File: config.mk
export PLATFORM = sky130hd
export DESIGN_NAME = two_to_four_decoder_pulse_module
export DESIGN_NICKNAME = d
export VERILOG_FILES = /design/src/rtl/two_to_four_decoder_pulse_module_pkg.sv /design/src/rtl/two_to_four_decoder_pulse_module_hold_down_counter.sv /design/src/rtl/two_to_four_decoder_pulse_module.sv
export SDC_FILE = /design/constraint.sdc
export NUM_CORES = 1
export LEC_CHECK = 0
export ABC_CLOCK_PERIOD_IN_PS = 2200
export CAP_MARGIN = 20
export CORE_MARGIN = 4
export CORE_UTILIZATION = 55
export CTS_BUF_LIST = sky130_fd_sc_hd__clkbuf_4 sky130_fd_sc_hd__clkbuf_8
export DETAILED_ROUTE_END_ITERATION = 8
export PLACE_DENSITY = 0.88
export SYNTH_ARGS = -nofsm -noshare
export SYNTH_HDL_FRONTEND = slang
export SYNTH_SLANG_ARGS = --single-unit
File: constraint.sdc
create_clock -name clk -period 2.2 [get_ports clk]
set_clock_uncertainty 0.15 [all_clocks]
set_input_delay 0.55 -clock clk [delete_from_list [all_inputs] [get_ports clk]]
set_output_delay 0.55 -clock clk [all_outputs]
set_load 0.01 [all_outputs]
File: src/rtl/two_to_four_decoder_pulse_module_pkg.sv
// Shared definitions for the 2:4 pulse decoder: FSM states, the encoder's code
// constants and the code-to-line decode used by both RTL and benches.
package two_to_four_decoder_pulse_module_pkg;

  typedef enum logic {
    IDLE  = 1'b0,
    DRIVE = 1'b1
  } state_t;

  localparam logic [1:0] CODE_A = 2'b00;
  localparam logic [1:0] CODE_B = 2'b01;
  localparam logic [1:0] CODE_C = 2'b10;
  localparam logic [1:0] CODE_D = 2'b11;

  // Returns the line vector ordered {d, c, b, a}.
  function automatic logic [3:0] code_to_onehot(input logic [1:0] code);
    logic [3:0] onehot;
    onehot = '0;
    case (code)
      CODE_A:  onehot[0] = 1'b1;
      CODE_B:  onehot[1] = 1'b1;
      CODE_C:  onehot[2] = 1'b1;
      CODE_D:  onehot[3] = 1'b1;
      default: onehot = '0;
    endcase
    return onehot;
  endfunction

endpackage

File: src/rtl/two_to_four_decoder_pulse_module_hold_down_counter.sv
// Loadable down counter that times how long a decoded line is held.
// Load wins over decrement; the count saturates at zero instead of wrapping.
module hold_down_counter_module
  import two_to_four_decoder_pulse_module_pkg::*;
#(
  parameter int unsigned CNT_W = 8
) (
  input  logic             clk,
  input  logic             reset,
  input  logic             load,
  input  logic [CNT_W-1:0] load_value,
  input  logic             dec,
  output logic [CNT_W-1:0] count,
  output logic             zero
);

  logic [CNT_W-1:0] count_q;

  always_ff @(posedge clk or posedge reset) begin
    if (reset) begin
      count_q <= '0;
    end else if (load) begin
      count_q <= load_value;
    end else if (dec && (count_q != '0)) begin
      count_q <= count_q - CNT_W'(1);
    end
  end

  assign count = count_q;
  assign zero  = (count_q == '0);

endmodule

File: src/rtl/two_to_four_decoder_pulse_module.sv
// Registered 2:4 decoder: each accepted code drives its one-hot line for
// HOLD_CYCLES clocks, with a done pulse in the final drive cycle.
module two_to_four_decoder_pulse_module
  import two_to_four_decoder_pulse_module_pkg::*;
#(
  parameter int unsigned HOLD_CYCLES = 4,
  parameter int unsigned CNT_W       = 8
) (
  input  logic clk,
  input  logic reset,
  input  logic in_valid,
  input  logic code0,
  input  logic code1,
  output logic in_ready,
  output logic a,
  output logic b,
  output logic c,
  output logic d,
  output logic busy,
  output logic done
);

  if ((HOLD_CYCLES < 1) || (HOLD_CYCLES > 255) || ((HOLD_CYCLES >> CNT_W) != 0))
  begin : g_bad_params
    $error("HOLD_CYCLES must be 1..255 and fit in CNT_W bits");
  end

  state_t           state;
  logic [1:0]       code_q;
  logic [3:0]       lines_q;
  logic             ready_q;
  logic             busy_q;
  logic             done_q;

  logic             handshake;
  logic [CNT_W-1:0] cnt;
  logic             cnt_zero;

  assign handshake = (state == IDLE) && in_valid;

  hold_down_counter_module #(
    .CNT_W(CNT_W)
  ) u_hold_cnt (
    .clk       (clk),
    .reset     (reset),
    .load      (handshake),
    .load_value(CNT_W'(HOLD_CYCLES - 1)),
    .dec       (state == DRIVE),
    .count     (cnt),
    .zero      (cnt_zero)
  );

  // done is registered one cycle ahead: it is set on the edge that brings the
  // counter to zero (or on the handshake itself when HOLD_CYCLES is 1).
  always_ff @(posedge clk or posedge reset) begin
    if (reset) begin
      state   <= IDLE;
      code_q  <= CODE_A;
      lines_q <= '0;
      ready_q <= 1'b1;
      busy_q  <= 1'b0;
      done_q  <= 1'b0;
    end else begin
      case (state)
        IDLE: begin
          if (in_valid) begin
            state   <= DRIVE;
            code_q  <= {code1, code0};
            lines_q <= code_to_onehot({code1, code0});
            ready_q <= 1'b0;
            busy_q  <= 1'b1;
            done_q  <= (HOLD_CYCLES == 1);
          end
        end
        DRIVE: begin
          if (cnt_zero) begin
            state   <= IDLE;
            lines_q <= '0;
            ready_q <= 1'b1;
            busy_q  <= 1'b0;
            done_q  <= 1'b0;
          end else begin
            done_q  <= (cnt == CNT_W'(1));
          end
        end
        default: begin
          state   <= IDLE;
          lines_q <= '0;
          ready_q <= 1'b1;
          busy_q  <= 1'b0;
          done_q  <= 1'b0;
        end
      endcase
    end
  end

  a_line_matches_code: assert property (
    @(posedge clk) disable iff (reset)
    (state == DRIVE) |-> (lines_q == code_to_onehot(code_q))
  );

  assign in_ready = ready_q;
  assign busy     = busy_q;
  assign done     = done_q;
  assign a        = lines_q[0];
  assign b        = lines_q[1];
  assign c        = lines_q[2];
  assign d        = lines_q[3];

endmodule

==> run_results.csv, run 1 <==
group,metric,value,unit
run_status,status,"finished clean",
setup_path,cp.depth,1,
synthesis,synthArstFlopShare,100,%
floorplan,die_x,47.6,um
placement,port_buffers,11,
pwr,ir_worst_vdd,0.799,mV
cts,clock-root-buffer,"clkbuf_4",
floorplan,dieArea,2260,um2
finish,diodes,0,
sta,min_period,2.06,ns
worst_hold_path,hold_depth,1,
sta,hold_viol_final,0,
sta,final-setup-viol-count,0,
synthesis,netlist_top_cells_count,"15 x dfrtp_1, 14 x nand2_1, 7 x a21oi_1",
synthesis,synthCells,94,
setup_path,worstSetupEndpoint,"in_ready",
placement,routabilityCongestion,0.783,
synthesis,syn_avg_cell_area,9.16,um2
synthesis,synth_nets,101,
routing,vias,805,
routing,dr.first_iter.drc_count,32,
floorplan,start_util,57.8,%
setup_path,start_kind,"register",
finish,fin_nets,119,
setup_path,cp_cell_sequence,"clkdlybuf4s50_1",
cts,numClockSinks,16,
sta,max_freq,0.487,GHz
placement,placedCellCount,123,
synthesis,synth_area_leaders,"dfrtp_1 44%, nand2_1 6.1%, a21oi_1 4.1%, dfstp_2 3.1%, ha_1 2.9%",
routing,drt_pass1_iterations,4,
grt,grt_pass1_vias,723,
sta,finalCritPeriodShare,93.4,%
floorplan,rows,14,
placement,place_ws,0.211,ns
setup_path,critPathCaptureType,"primary output",
setup_path,max_stage_delay,0.54,ns
grt,antenna_found_initial,0,
sta,worstMarginPinSlew,0.626,ns
finish,area_growth,22.4,%
setup_path,crit_path_start,"in_ready$_DFFE_PP1P_",
cts,post-cts-setup-buffers,0,
setup_path,cp_top_family,"flip-flops",
sta,slew_headroom,57.9,%
synthesis,synth_seq_cells,16,
setup_path,crit_slowest_cell,"dfstp_2",
setup_path,cp.required,1.50,ns
synthesis,yosys.area.top_type,"dfrtp_1",
setup_path,rr_worst_depth,5,
finish,finalNonFillerCells,127,
setup_path,worstReg2RegEnd,"u_hold_cnt.count[4]$_DFFE_PP0P_",
floorplan,core-area,1490,um2
grt,track_usage,20.1,%
synthesis,yosys.cell_count.top_type,"dfrtp_1",
synthesis,synth_cell_types,36,
cts,cts_buffers,3,
routing,wirelength,1940,um
grt,grt_max_degree,21,
finish,fill_cells,113,
routing,viasPerCell,6.34,
pwr,leakagePower,0.458,nW
synthesis,ys_seq_area_share,46.7,%
sta,tns,0,ns
cts,insertion_delay,0.29,ns
cts,path_clk_slew,0.10,ns
placement,dpl.hpwl,1460,um
setup_path,path_buf_inv,1,
synthesis,synth_flop_cell,"dfrtp_1",
setup_path,r2r_slack,0.19,ns
synthesis,netlist.area_leader.share,43.6,%
setup_path,crit_type,"reg2out",
pwr,power.density,1320,nW/um2
sta,setup_slack,0.145,ns
synthesis,yosys_warnings,0,
setup_path,crit_arrival,1.36,ns
grt,gr-total-overflow,0,
cts,cts.repair.resized,0,
flow_run,cap_viol_max_count,0,
routing,drt_drc_violations_left,0,
sta,hold_ws,0.368,ns
routing,drtAntennaViolNets,0,
sta,slew_violations,0,
finish,drive_gt1_share,13.5,%
floorplan,die_h,47.6,um
cts,clockBufferDepth,2,
grt,grt_pass1_wl,3170,um
setup_path,r2r-start,"u_hold_cnt.count[0]$_DFFE_PP0P_",
setup_path,worstPathMaxFanout,2,
synthesis,syn-cell-area,861,um2
cts,cts_hold_buf,0,
cts,htree_levels,1,
synthesis,synth_edf_count,0,
floorplan,ioPinCount,12,
cts,cts_tree,"done",
worst_hold_path,hold_path_class,"reg2reg",
routing,wl_per_cell,15.2,um
sta,rsz0062_at_grt,"no",
cell families after synthesis:
| family | synth area share, % |
|---|---|
| and+or+nand+nor | 29.4 |
| AOI/OAI and AO/OA | 17.6 |
| DFF | 46.7 |
| buffers and inverters | 3.49 |
| adders and majority gates | 2.91 |
worst min path at each step:
stage / start / to / slack [ns]
after floorplan: reset / busy$_DFFE_PP0P_ / 0.31
after global placement: busy$_DFFE_PP0P_ / busy$_DFFE_PP0P_ / 0.35
after detailed placement: in_ready$_DFFE_PP1P_ / in_ready$_DFFE_PP1P_ / 0.36
after CTS: in_ready$_DFFE_PP1P_ / in_ready$_DFFE_PP1P_ / 0.37
after global routing: in_ready$_DFFE_PP1P_ / in_ready$_DFFE_PP1P_ / 0.40
final: in_ready$_DFFE_PP1P_ / in_ready$_DFFE_PP1P_ / 0.37
final cells by class:
type / instances / area, um2 / area share, %
Tap cell: 16 / 20.0 / 1.90
Inverter: 5 / 18.8 / 1.78
Sequential cell: 16 / 402 / 38.1
Multi-Input combinational cell: 70 / 429 / 40.7
Clock buffer: 4 / 36.3 / 3.44
Timing Repair Buffer: 16 / 148 / 14.0
registers in the layout, summed over array words and instances, names as in the netlist:
name / flops
done: 1
in_ready: 1
u_hold_cnt.count: 8
busy: 1
state: 1
lines_q: 4
layout by cell type (no fill, tap or decap), types with 2 or more instances in the layout:
cell / instances
clkdlybuf4s50_1: 11
o21ai_0: 3
buf_4: 5
o311ai_0: 2
dfrtp_1: 15
or3_1: 2
nand3_1: 2
nor4_1: 3
nor2_1: 4
nor3_1: 4
ha_1: 2
nand2_1: 14
o22ai_1: 4
nor4b_1: 2
a21oi_1: 7
or2_2: 2
inv_1: 5
clkbuf_4: 3
metal layers:
layer,GRT usage [%],wire [um],vias to the layer above
li1,-,-,385
met1,24.0,816,380
met2,34.2,974,33
met3,5.26,94,7
met4,8.06,48,0
met5,0,0,-
per-stage QoR:
stage	utilization [%]	total power, mW	instance area (um2)
after global routing	70.8	1.49	1050
final	70.8	1.39	1050
after floorplan	-	0.952	861
after CTS	70.8	1.39	1050
after detailed placement	68.3	1.19	1020
after global placement	68.3	1.15	1020
power by group:
group | internal, mW | switching, mW | total (mW)
logic | 0.304 | 0.288 | 0.592
clock network | 0.101 | 0.0984 | 0.199
registers | 0.427 | 0.171 | 0.598
total | 0.832 | 0.557 | 1.39
Power figures use the tool's default switching activity.
==> run 2, diff against run 1 <==
CTS_CLUSTER_SIZE = 8   (was not set)
PLACE_DENSITY = 0.78   (was 0.88)
==> run 2 against run 1 <==
  * Critical path depth stayed put
  * Fmax is 0.27% lower
  * Via count is 2.5% lower
  * First-iteration DRC count is 25% lower
  * Critical path type unchanged
  * Largest power group unchanged
==> run_results.csv, run 2 (same netlist as run 1, synthesis figures left out) <==
group,metric,value,unit
grt,antenna_found_initial,0,
pwr,leakagePower,0.447,nW
pwr,p_seq_share,43.0,%
setup_path,start_kind,"register",
finish,diodes,0,
routing,vias,785,
sta,final-setup-viol-count,0,
cts,clock-root-buffer,"clkbuf_4",
setup_path,max_stage_delay,0.54,ns
sta,min_period,2.06,ns
routing,wl_per_cell,16.2,um
setup_path,crit_type,"reg2out",
sta,rsz0062_at_grt,"no",
worst_hold_path,hold_path_class,"reg2reg",
pwr,clockPowerShare,14.3,%
grt,grt_pass1_wl,3280,um
sta,slew_headroom,54.0,%
worst_hold_path,hold_depth,1,
cts,numClockSinks,16,
sta,hold_viol_final,0,
floorplan,dieArea,2260,um2
sta,tns,0,ns
sta,slew_violations,0,
setup_path,cp_top_family,"flip-flops",
sta,finalCritPeriodShare,93.7,%
cts,cts_buffers,3,
setup_path,critPathCaptureType,"primary output",
flow_run,cap_viol_max_count,0,
worst_hold_path,hold_start,"in_ready$_DFFE_PP1P_",
grt,grt_pass1_vias,736,
setup_path,path_buf_inv,1,
finish,fin_nets,117,
cts,post-cts-setup-buffers,0,
routing,dr.first_iter.drc_count,24,
sta,worstMarginPinSlew,0.684,ns
finish,seq_area,402,um2
cts,cts.repair.resized,0,
routing,wirelength,2020,um
pwr,comb_power_share,42.7,%
setup_path,crit_slowest_cell,"dfstp_2",
grt,track_usage,20.5,%
run_status,status,"finished clean",
routing,drtAntennaViolNets,0,
setup_path,worstPathMaxFanout,2,
floorplan,ioPinCount,12,
pwr,p_sw,0.564,mW
placement,placedCellCount,121,
cts,cts_hold_buf,0,
cts,clockBufferDepth,2,
routing,drt_drc_violations_left,0,
finish,drive_gt1_share,11.9,%
pwr,power.density,1340,nW/um2
finish,layout_commonest_cell,"dfrtp_1",
floorplan,die_h,47.6,um
grt,grt_max_degree,17,
floorplan,rows,14,
finish,fill_cells,125,
placement,routabilityCongestion,0.798,
placement,dpl.hpwl,1400,um
cts,path_clk_slew,0.10,ns
cts,htree_levels,1,
pwr,ir_worst_vdd,0.833,mV
setup_path,cp.required,1.50,ns
sta,max_freq,0.485,GHz
cts,insertion_delay,0.29,ns
finish,multiInputGateArea,429,um2
grt,gr-total-overflow,0,
setup_path,r2r_slack,0.15,ns
placement,port_buffers,11,
setup_path,r2r-start,"u_hold_cnt.count[0]$_DFFE_PP0P_",
cts,cts_tree,"done",
pwr,internal_power,0.829,mW
floorplan,core-area,1490,um2
finish,final_core_util,69.7,%
finish,layout_common_cells,"15 x dfrtp_1, 14 x nand2_1, 11 x clkdlybuf4s50_1",
setup_path,worstReg2RegEnd,"u_hold_cnt.count[4]$_DFFE_PP0P_",
setup_path,cp_cell_sequence,"clkdlybuf4s50_1",
worst_hold_path,worstHoldEndpoint,"in_ready$_DFFE_PP1P_",
floorplan,start_util,57.8,%
finish,finalNonFillerCells,125,
setup_path,rr_worst_depth,5,
routing,drt_pass1_iterations,4,
finish,area_growth,20.6,%
pwr,switching_share,40.5,%
setup_path,crit_arrival,1.36,ns
finish,largest_reg_flops,8,
floorplan,die_x,47.6,um
routing,viasPerCell,6.28,
[run 2: cell count changes in the layout (fill, tap and decap cells not counted), sizes merged]
cell,previous run,this run
buf,5,3
[run 2: area by class of cell]
cell class | count | share of cell area, %
inverter | 5 | 1.81
sequential | 16 | 38.7
tap | 16 | 1.93
multi-input combinational | 70 | 41.3
clock buffer | 4 | 3.49
timing repair buffer | 14 | 12.8
[run 2: power groups by stage]
stage          sequential, mW  combinational (mW)  clock, mW
2_1_floorplan           0.569               0.383          0
3_3_place_gp            0.587               0.574          0
3_5_place_dp            0.595               0.589          0
4_1_cts                 0.591               0.595      0.200
5_1_grt                 0.619               0.661      0.215
6_report                0.599               0.595      0.199
[run 2: through the flow]
stage	cell area [um2]	hold WS (ns)	setup WS (ns)	power (mW)
after CTS	1040	0.372	0.135	1.39
after floorplan	861	0.313	0.330	0.952
after detailed placement	1000	0.358	0.191	1.18
final	1040	0.374	0.139	1.39
after global placement	1000	0.349	0.205	1.16
after global routing	1040	0.387	0.0714	1.50
[run 2: how the worst max path moves through the flow]
stage                               startpoint                         endpoint  slack [ns]  cells after the start
6_report                  in_ready$_DFFE_PP1P_                         in_ready        0.14                      1
4_1_cts                   in_ready$_DFFE_PP1P_                         in_ready        0.13                      1
5_1_grt        u_hold_cnt.count[1]$_DFFE_PP0P_  u_hold_cnt.count[4]$_DFFE_PP0P_        0.07                      5
3_3_place_gp   u_hold_cnt.count[0]$_DFFE_PP0P_  u_hold_cnt.count[4]$_DFFE_PP0P_        0.21                      5
2_1_floorplan  u_hold_cnt.count[0]$_DFFE_PP0P_  u_hold_cnt.count[1]$_DFFE_PP0P_        0.33                      5
3_5_place_dp   u_hold_cnt.count[0]$_DFFE_PP0P_  u_hold_cnt.count[4]$_DFFE_PP0P_        0.19                      5
[run 2: layer usage]
layer	vias up	track usage, %	share of wire [%]
met2	17	32.1	48
met1	384	28.3	47
met5	-	0	0
met3	5	3.38	3.9
met4	0	8.06	1.7
li1	379	-	-
==> run 3, diff against run 2 <==
PLACE_DENSITY = 0.81   (was 0.78)
==> run 3 against run 2 <==
  * Via count shrank 0.13%
  * Sequential cell count is the same
  * Sequential share of layout area shrank 0.28 points
  * Largest cell class unchanged
  * Design area grew 0.72%
  * Highest routed layer unchanged
  * Total power is essentially flat
  * Non-clock buffer count grew 1
  * Combinational power grew 2%
  * Hold slack lost 0.0092 ns
  * Routed wire length shrank 1.9%
  * Cell count grew 0.80%
  * Die area is the same
==> run_results.csv, run 3 (same netlist as run 1, synthesis figures left out) <==
group,metric,value,unit
cts,htree_levels,1,
finish,largest_reg_flops,8,
cts,post-cts-setup-buffers,0,
sta,finalCritPeriodShare,93.1,%
finish,diodes,0,
setup_path,critPathCaptureType,"primary output",
sta,rsz0062_at_grt,"no",
floorplan,rows,14,
floorplan,die_h,47.6,um
placement,dpl.hpwl,1430,um
floorplan,die_x,47.6,um
finish,fill_cells,116,
setup_path,worstPathMaxFanout,2,
cts,clockBufferDepth,2,
placement,port_buffers,11,
pwr,comb_power_share,43.3,%
grt,gr-total-overflow,0,
routing,wl_per_cell,15.7,um
sta,hold_viol_final,0,
pwr,leakagePower,0.452,nW
sta,max_freq,0.488,GHz
floorplan,start_util,57.8,%
placement,routabilityCongestion,0.871,
routing,drt_drc_violations_left,0,
setup_path,crit_slowest_cell,"dfstp_2",
routing,drt_pass1_iterations,4,
routing,dr.first_iter.drc_count,50,
pwr,p_seq_share,42.6,%
grt,track_usage,20.5,%
finish,multiInputGateArea,429,um2
worst_hold_path,hold_path_class,"reg2reg",
setup_path,cp.required,1.50,ns
cts,cts.repair.resized,0,
grt,grt_pass1_vias,698,
setup_path,start_kind,"register",
setup_path,max_stage_delay,0.54,ns
floorplan,dieArea,2260,um2
finish,fin_nets,118,
cts,cts_hold_buf,0,
sta,tns,0,ns
routing,vias,784,
grt,grt_max_degree,18,
routing,wirelength,1980,um
pwr,switching_share,40.4,%
finish,drive_gt1_share,12.7,%
grt,grt_pass1_wl,3190,um
finish,layout_common_cells,"15 x dfrtp_1, 14 x nand2_1, 11 x clkdlybuf4s50_1",
finish,area_growth,21.5,%
routing,viasPerCell,6.22,
setup_path,crit_arrival,1.35,ns
finish,seq_area,402,um2
setup_path,cp_top_family,"flip-flops",
pwr,p_sw,0.563,mW
grt,antenna_found_initial,0,
cts,numClockSinks,16,
sta,final-setup-viol-count,0,
run_status,status,"finished clean",
cts,cts_buffers,3,
pwr,internal_power,0.830,mW
sta,worstMarginPinSlew,0.681,ns
cts,cts_tree,"done",
routing,drtAntennaViolNets,0,
floorplan,ioPinCount,12,
setup_path,path_buf_inv,1,
flow_run,cap_viol_max_count,0,
cts,insertion_delay,0.29,ns
pwr,clockPowerShare,14.0,%
cts,clock-root-buffer,"clkbuf_4",
pwr,ir_worst_vdd,0.727,mV
sta,setup_slack,0.152,ns
sta,min_period,2.05,ns
sta,slew_headroom,54.2,%
setup_path,crit_type,"reg2out",
setup_path,cp_cell_sequence,"clkdlybuf4s50_1",
placement,place_ws,0.206,ns
finish,layout_commonest_cell,"dfrtp_1",
sta,hold_ws,0.364,ns
floorplan,core-area,1490,um2
cts,path_clk_slew,0.09,ns
sta,slew_violations,0,
pwr,power.density,1330,nW/um2
[run 3: area by class of cell]
class	instances	area share, %
multi-input combinational	70	41.0
sequential	16	38.4
timing repair buffer	15	13.4
clock buffer	4	3.47
tap	16	1.91
inverter	5	1.79
[run 3: per-layer routing]
metal	share of wire, %	global-route usage [%]	up-vias
met1	45	28.9	358
met3	4.9	4.14	15
li1	-	-	382
met2	44	27.5	29
met4	5.7	14.5	0
met5	0	0	-
[run 3: through the flow]
stage	power (mW)	utilization (%)	instance area [um2]	instances
6_report	1.39	70.3	1050	126
5_1_grt	1.50	70.3	1050	126
4_1_cts	1.39	70.3	1050	126
3_5_place_dp	1.19	67.8	1010	122
3_3_place_gp	1.16	67.8	1010	122
2_1_floorplan	0.952	-	861	94
[run 3: final timing paths]
| check | startpoint | to | slack, ns | cells past startpoint |
|---|---|---|---|---|
| min | in_ready$_DFFE_PP1P_ | in_ready$_DFFE_PP1P_ | 0.36 | 1 |
| max reg2reg | u_hold_cnt.count[1]$_DFFE_PP0P_ | u_hold_cnt.count[4]$_DFFE_PP0P_ | 0.18 | 5 |
| min reg2reg | in_ready$_DFFE_PP1P_ | in_ready$_DFFE_PP1P_ | 0.36 | 1 |
| min in group asynchronous | reset | done$_DFFE_PP0P_ | 0.46 | 2 |
| max in group asynchronous | reset | u_hold_cnt.count[0]$_DFFE_PP0P_ | 1.05 | 2 |
| max | in_ready$_DFFE_PP1P_ | in_ready | 0.15 | 1 |
[run 3: worst reg2reg max path: cells and delay by family (launching register included)]
kind | cells | cell delay (ns)
AO/OA/AOI/OAI | 1 | 0.15
adder cells (fa/ha/maj) | 1 | 0.26
buffers and inverters | 1 | 0.12
flip-flops | 1 | 0.43
AND/OR/NAND/NOR | 2 | 0.84
[run 3: power groups by stage]
stage	combinational (mW)	clock, mW	sequential [mW]
CTS	0.602	0.196	0.591
global route	0.669	0.210	0.619
detailed placement	0.595	0	0.599
finish	0.604	0.195	0.594
floorplan	0.383	0	0.569
global placement	0.578	0	0.581
